==> src/rtl/module_display_mux_if.sv <==
// Display bus between the operand display register side and the seven-segment mux.
// The master drives the operand nibbles and controls; the slave returns segments and anodes.
interface module_display_mux_if;
   logic [3:0] op_u;
   logic [3:0] op_d;
   logic       en;
   logic       blank_lz;
   logic [6:0] seg;
   logic [1:0] an;
   logic       frame_tick;

   modport master (
      output op_u,
      output op_d,
      output en,
      output blank_lz,
      input  seg,
      input  an,
      input  frame_tick
   );

   modport slave (
      input  op_u,
      input  op_d,
      input  en,
      input  blank_lz,
      output seg,
      output an,
      output frame_tick
   );
endinterface

==> src/rtl/module_display_mux.sv <==
// Two-digit multiplexed seven-segment driver: per-frame snapshot of both nibbles, hex decode,
// and a dark guard interval at the start of every digit slot.
module module_display_mux #(
   parameter int unsigned REFRESH_DIV = 13500,
   parameter int unsigned GUARD       = 64
) (
   input logic                 clk,
   input logic                 rst,
   module_display_mux_if.slave bus
);

   localparam int unsigned SlotW = (REFRESH_DIV > 2) ? $clog2(REFRESH_DIV) : 1;
   localparam logic [SlotW-1:0] SlotLast  = SlotW'(REFRESH_DIV - 1);
   localparam logic [SlotW-1:0] GuardLast = SlotW'(GUARD - 1);
   localparam logic [6:0]       SegOff    = 7'h7F;
   localparam logic [1:0]       AnOff     = 2'b11;

   // digit x guard/show; the guard states cover slots 0..GUARD-1 of each digit
   typedef enum logic [1:0] {
      StGuardU,
      StShowU,
      StGuardD,
      StShowD
   } state_e;

   state_e           state_q, state_d;
   logic [SlotW-1:0] slot_q, slot_d;
   logic [3:0]       snap_u_q, snap_u_d;
   logic [3:0]       snap_d_q, snap_d_d;
   logic [1:0]       an_q, an_d;
   logic [6:0]       seg_q, seg_d;
   logic             tick_q, tick_d;
   logic             frame_start;
   logic [3:0]       shown_nibble;

   function automatic logic [6:0] hex_decode(input logic [3:0] nib);
      logic [6:0] glyph;
      unique case (nib)
         4'h0: glyph = 7'h40;
         4'h1: glyph = 7'h79;
         4'h2: glyph = 7'h24;
         4'h3: glyph = 7'h30;
         4'h4: glyph = 7'h19;
         4'h5: glyph = 7'h12;
         4'h6: glyph = 7'h02;
         4'h7: glyph = 7'h78;
         4'h8: glyph = 7'h00;
         4'h9: glyph = 7'h10;
         4'hA: glyph = 7'h08;
         4'hB: glyph = 7'h03;
         4'hC: glyph = 7'h46;
         4'hD: glyph = 7'h21;
         4'hE: glyph = 7'h06;
         4'hF: glyph = 7'h0E;
         default: glyph = SegOff;
      endcase
      return glyph;
   endfunction

   assign frame_start = (state_q == StGuardU) && (slot_q == '0);

   // Slot counter, digit/guard state and frame snapshot
   always_comb begin
      state_d  = state_q;
      slot_d   = slot_q + SlotW'(1);
      snap_u_d = snap_u_q;
      snap_d_d = snap_d_q;

      if (frame_start) begin
         snap_u_d = bus.op_u;
         snap_d_d = bus.op_d;
      end

      if (slot_q == SlotLast) begin
         slot_d = '0;
         unique case (state_q)
            StGuardU, StShowU: state_d = StGuardD;
            StGuardD, StShowD: state_d = StGuardU;
            default:           state_d = StGuardU;
         endcase
      end else if (slot_q == GuardLast) begin
         unique case (state_q)
            StGuardU: state_d = StShowU;
            StGuardD: state_d = StShowD;
            default:  state_d = state_q;
         endcase
      end
   end

   // Registered outputs are derived from the pre-edge state and snapshot
   always_comb begin
      an_d         = AnOff;
      shown_nibble = snap_u_q;
      tick_d       = frame_start;

      unique case (state_q)
         StShowU: begin
            an_d         = 2'b10;
            shown_nibble = snap_u_q;
         end
         StShowD: begin
            shown_nibble = snap_d_q;
            an_d         = (bus.blank_lz && (snap_d_q == 4'h0)) ? AnOff : 2'b01;
         end
         default: an_d = AnOff;
      endcase

      if (!bus.en) begin
         an_d = AnOff;
      end

      seg_d = (an_d == AnOff) ? SegOff : hex_decode(shown_nibble);
   end

   always_ff @(posedge clk) begin
      if (!rst) begin
         state_q  <= StGuardU;
         slot_q   <= '0;
         snap_u_q <= 4'h0;
         snap_d_q <= 4'h0;
         an_q     <= AnOff;
         seg_q    <= SegOff;
         tick_q   <= 1'b0;
      end else begin
         state_q  <= state_d;
         slot_q   <= slot_d;
         snap_u_q <= snap_u_d;
         snap_d_q <= snap_d_d;
         an_q     <= an_d;
         seg_q    <= seg_d;
         tick_q   <= tick_d;
      end
   end

   assign bus.an         = an_q;
   assign bus.seg        = seg_q;
   assign bus.frame_tick = tick_q;

endmodule

==> src/flat_wrapper.sv <==
// flat-port wrapper written by rule: the top's interface ports become plain ports
module module_display_mux_flat 
#(
   parameter int unsigned REFRESH_DIV = 13500,
   parameter int unsigned GUARD       = 64
)
  (clk, rst, bus_op_u, bus_op_d, bus_en, bus_blank_lz, bus_seg, bus_an, bus_frame_tick);
  module_display_mux_if bus_i ();
  input logic clk;
  input logic rst;
  input wire logic [$bits(bus_i.op_u)-1:0] bus_op_u;
  input wire logic [$bits(bus_i.op_d)-1:0] bus_op_d;
  input wire logic [$bits(bus_i.en)-1:0] bus_en;
  input wire logic [$bits(bus_i.blank_lz)-1:0] bus_blank_lz;
  output wire logic [$bits(bus_i.seg)-1:0] bus_seg;
  output wire logic [$bits(bus_i.an)-1:0] bus_an;
  output wire logic [$bits(bus_i.frame_tick)-1:0] bus_frame_tick;
  assign bus_i.op_u = bus_op_u;
  assign bus_i.op_d = bus_op_d;
  assign bus_i.en = bus_en;
  assign bus_i.blank_lz = bus_blank_lz;
  assign bus_seg = bus_i.seg;
  assign bus_an = bus_i.an;
  assign bus_frame_tick = bus_i.frame_tick;
  module_display_mux #(.REFRESH_DIV(REFRESH_DIV), .GUARD(GUARD)) u_core (.clk(clk), .rst(rst), .bus(bus_i));
endmodule
==> config.mk <==
export PLATFORM = sky130hd
export DESIGN_NAME = module_display_mux_flat
export DESIGN_NICKNAME = d
export VERILOG_FILES = /design/src/rtl/module_display_mux_if.sv /design/src/rtl/module_display_mux.sv /design/src/flat_wrapper.sv
export SDC_FILE = /design/constraint.sdc
export NUM_CORES = 1
export LEC_CHECK = 0
export BUFFER_PORTS_ARGS = -buffer_cell sky130_fd_sc_hd__buf_4
export CORE_MARGIN = 2
export CORE_UTILIZATION = 49
export CTS_BUF_LIST = sky130_fd_sc_hd__clkbuf_4 sky130_fd_sc_hd__clkbuf_8 sky130_fd_sc_hd__clkbuf_16
export CTS_CLUSTER_SIZE = 12
export DETAILED_ROUTE_END_ITERATION = 10
export MAX_ROUTING_LAYER = met4
export PLACE_DENSITY = 0.7
export SYNTH_ARGS = -nofsm -noshare
export SYNTH_HDL_FRONTEND = slang
export SYNTH_SLANG_ARGS = --single-unit
==> constraint.sdc <==
create_clock -name clk -period 2.35 [get_ports clk]
set_input_delay 0.235 -clock clk [delete_from_list [all_inputs] [get_ports clk]]
set_output_delay 0.235 -clock clk [all_outputs]
set_load 0.02 [all_outputs]
== Yosys cells after proc, flatten, opt, wreduce, memory -nomap -nowiden ==
Memory sizes are Yosys's and may differ from the RTL's. A register that Yosys moved wholly into a read port is not among the register bits.
Cells that the tools add are included.

* Bits in registers: 27
* ROM bits: 112
* Input bits: 12
* Output and inout port bits: 10
* Logic and storage cells: 35
* Memories: 1

{| class="wikitable"
|+ Memory list
! memory !! words !! width !! read ports !! clocked after memory_dff !! wr ports !! line !! source
|-
| (no name shown) || 16 || 7 || 1 || 1 || 0 || module_display_mux.sv:38 || <nowiki>unique case (nib)</nowiki>
|}

* $add $sub $neg: 1
* Equal/unequal tests: 6
* Mux-type cells: 8
* Bitwise logic cells: 1
* Reductions and logical operators: 12

{| class="wikitable"
|+ Operator list
! cell !! count
|-
| 14-bit by 1-bit adder with 14-bit output (second input constant) || 1
|-
| 14-bit == test (second input constant) || 1
|-
| 14-bit by 6-bit == test with 1-bit output (second input constant) || 1
|-
| 14-bit logical NOT || 1
|-
| 2-bit one-hot mux with 2 select lines || 3
|-
| 2-bit two-way mux || 4
|-
| 2-bit OR reduction || 4
|-
| 2-bit == test (second input constant) || 3
|-
| 4-bit logical NOT || 1
|-
| 4-bit two-way mux || 1
|-
| 3-bit nonzero test || 1
|-
| 2-bit by 1-bit == test with 1-bit output (second input constant) || 1
|-
| 1-bit logical AND || 2
|-
| 2-bit logical NOT || 1
|-
| 2-bit AND reduction || 1
|-
| 2-bit nonzero test || 1
|-
| 1-bit NOT || 1
|}

== Depth between registers and ports, before layout ==
* Depth after elaboration: 7
* Mapped depth: 9
* Gate-level depth less buffers: 7

== Worst setup path after synthesis ==
OpenSTA, ideal clock, no wires.

* Path type: register to register
* Start: register u_core.state_q[0]
* End: register u_core.seg_q[6] (netlist: u_core.bus.seg[6])
* Library setup time: 122 ps
* Data arrival time: 1,962 ps
* Data required time: 2,228 ps
* Path slack: 266 ps
* Stages on the path, launching flop included: 9
* Path buffers: 1
* Period minus slack after synthesis: 2,084 ps
* Cells stage by stage: dfxtp_1 and2_4 buf_12 mux2i_1 inv_1 ha_1 o21a_1 a21o_1 a221o_1

* Word-level cells in the longest chain between the ends: 5
* Elaborated cells between the ends (all ways): 7
* Classes of those cells: 3 x eq/ne; 3 x mux; 1 x reduce/logical

{| class="wikitable"
|+ Ends and longest elaborated chain
! item !! line !! source
|-
| from (decl) || module_display_mux.sv:26 || <nowiki>state_e state_q, state_d;</nowiki>
|-
| from (signal assigned) || module_display_mux.sv:117 || <nowiki>state_q <= StGuardU;</nowiki>
|-
| from (signal assigned) || module_display_mux.sv:125 || <nowiki>state_q <= state_d;</nowiki>
|-
| 2-bit == test / 2-bit by 1-bit == test with 1-bit output (equally long branches) || module_display_mux.sv:96 || <nowiki>unique case (state_q)</nowiki>
|-
| 2-bit one-hot mux with 2 select lines || module_display_mux.sv:96 ||
|-
| 2-bit two-way mux || module_display_mux.sv:108 || <nowiki>if (!bus.en) begin</nowiki>
|-
| 2-bit == test || module_display_mux.sv:112 || <nowiki>seg_d = (an_d == AnOff) ? SegOff : hex_decode(shown_nibble);</nowiki>
|-
| 2-bit OR reduction (no source line) || n/a ||
|-
| to (decl) || module_display_mux.sv:31 || <nowiki>logic [6:0] seg_q, seg_d;</nowiki>
|}

Parallel ways exist; a longest one is shown, timed or not.
A chain may end at the register's enable or synchronous reset.

== Worst setup path after layout ==
* Start: register u_core.state_q[1]
* End: register u_core.seg_q[6] (netlist: u_core.bus.seg[6])

The elaborated chain is that of the path after synthesis.

==> impl_results.md <==
* Outcome: complete, no violations
* WL/cell at around 13 um
* Total track usage at 18.9%
* Port bufs at 21
* Initial core utilization at 50.5%
* Maxcap violations at 0
* Fmax at 456 MHz
* Diodes inserted at 0
* Max-slew violations at 0
* Yosys warning count at 0
* Worst Path Arrival at 2.42 ns
* Syn Nets at 193
* Final WL at roughly 3.3 mm
* Crit path required time at 2.58 ns
* Post-route setup TNS at 0 ns
* Fin. Hold Viols at 0
* CTS Hold Bufs at 0
* DR vias/cell at around 5.2
* Sequential-to-total area share from yosys stat at 41.1%
* Mapped Cells at about 170
* Setup Fix Bufs, Post-CTS at 0
* Crit share post-route at 93.4%
* Area of the core at 0.00328 mm2
* Type of the worst setup path: reg2reg
* Final setup fails at 0
* Initial antenna violation count at 0
* Wire length of the first global-routing pass at 5.66 mm
* Worst Tran Pin Value at 0.398 ns
* Max-slew headroom at 73.2%
* CP endpoint kind: register
* HP Class: in2reg
* Clk Tree Root Cell: clkbuf_4
* RSZ-0062 raised after global routing: no
* Post-synth top area cell: dfxtp_1
* Final Power at 0.00122 W
* Synth area leaders: dfxtp_1 41%, nor2_1 6.3%, ha_1 6.0%, mux2i_1 5.4%, xnor2_1 4.8%
* Most frequent cells in the layout: 34 x dfxtp_1, 28 x nor2_1, 23 x buf_4
* Die Area at 0.00386 mm2
* Top-area cell type share of the netlist area at 41.1%
* Clock Tree Buf Depth at 2
* Maximum VDD drop at around 0.00045 V
* DR iter-0 viols at 70
* Core Rows at 21
* PD cells at 629 mW/mm2
* Mapped Avg Cell Area at roughly 9.6 um2
* Share of layout cells above drive strength 1 at 20.6%
* Syn-to-layout area delta at 16.5%
* Number of synthesized flops with an enable pin at 0
* DRC at 0
* Share of flip-flops with an asynchronous set or reset at 0%
* Clock slew at reported path FFs at around 0.11 ns
* Number of detailed-route iterations in the first pass at 5
* Mapped cell area at between 0.0015 and 0.002 mm2
* Final ANT Viol Nets at 0
* # clock sinks at 34
* Gr ovfl total at 0
* Post-CTS sizing at 0
* CTS tree: built
* Startpoint Class: register
* CTS H-Tree Depth at 2
* Die Wd at between 60 and 70 um
* Dominant synthesized flop cell: dfxtp_1
* Via count at 1285
* Commonest non-fill, non-tap cell in the layout: dfxtp_1
* Dpl hpwl at 2.37 mm
* Largest net degree at the start of global routing at 16
* Vias in the first global route at ~1300
* Crit Path Max Fanout at 8
* Register bit total from synthesis at 34
* Die height at 62.2 um
* Final nets at ~220
* Final min period at 2.19 ns
* Skew final at about 0.011 ns
* CTS Buf Count at 5
* Worst-skew pair later-pin latency at 0.34 ns
* Io pins at 22
* LEAKAGE at roughly 0.77 nW
* Post-synthesis cell type count at 46
* GPL Wtd Cong at 0.906
[final cells by class]
class	instances	area (um2)
Clock buffer	6	45.0
Clock inverter	2	37.5
Fill cell	302	1350
Inverter	9	33.8
Multi-Input combinational cell	125	903
Sequential cell	34	681
Tap cell	46	57.6
Timing Repair Buffer	23	173
[sequential cells by signal, indices dropped and copies added, names as in the netlist]
| register | flops |
|---|---|
| u_core.bus.an | 2 |
| u_core.bus.frame_tick | 1 |
| u_core.bus.seg | 7 |
| u_core.slot_q | 14 |
| u_core.snap_d_q | 4 |
| u_core.snap_u_q | 4 |
| u_core.state_q | 2 |
[metrics by stage]
step | hold WS, ns | cells | worst slack (ns) | cell area (um2) | utilization, %
floorplan | 0.321 | 173 | 0.266 | 1660 | -
global placement | 0.463 | 237 | 0.256 | 1840 | 56.0
detailed placement | 0.475 | 237 | 0.127 | 1840 | 56.0
CTS | 0.111 | 245 | 0.0934 | 1920 | 58.5
global route | 0.113 | 245 | 0.0360 | 1930 | 58.8
finish | 0.129 | 245 | 0.155 | 1930 | 58.8
[synth_stat cells (all sizes together), types with 3 or more instances]
cell type and n:
dfxtp 34, nor2 29, mux2i 11, xnor2 9, ha 8, inv 8
nor3 7, nand2 6, nand4 6, buf 4, nand3 4, o21ai 4
xor2 4, a21o 3, and2 3, nand2b 3, nand4b 3, nor2b 3
nor4 3
[power breakdown]
group / switching, W / internal, W
logic: 0.0000798 / 0.0000761
registers: 0.0000236 / 0.000596
clock network: 0.000204 / 0.000236
[metal layers]
metal	up-vias	track usage (%)	part of all wire (%)
met2	25	30.8	49
met5	-	-	0
li1	655	-	-
met4	0	8.06	1.8
met3	7	6.16	4.3
met1	598	21.4	45
[logic make-up (layout without fill, tap and decap cells)]
logic type	after synthesis	after routing	synth area share, %
compound gates	19	19	8.91
xor+xnor	13	13	6.87
fa+ha+maj	8	8	6.04
buf+inv	14	40	4.98
flops	34	34	41.1
mux	12	12	8.30
simple gates	73	73	23.8
[final timing paths]
| kind | from | end | slack (ns) | depth (start not counted) |
|---|---|---|---|---|
| max | u_core.state_q[1] | u_core.bus.seg[6] | 0.16 | 7 |
| min | bus_op_d[0] | u_core.snap_d_q[0] | 0.13 | 3 |
| max reg2reg | u_core.state_q[1] | u_core.bus.seg[6] | 0.16 | 7 |
| min reg2reg | u_core.slot_q[0] | u_core.slot_q[0] | 0.52 | 1 |
[critical path: stages, from the launching register on]
cell and delay (ns):
dfxtp_1 0.48, and2_4 0.28, mux2i_4 0.32, inv_1 0.14
ha_1 0.24, o21a_1 0.14, a21o_1 0.16, a221o_1 0.34
Power figures use the tool's default switching activity.
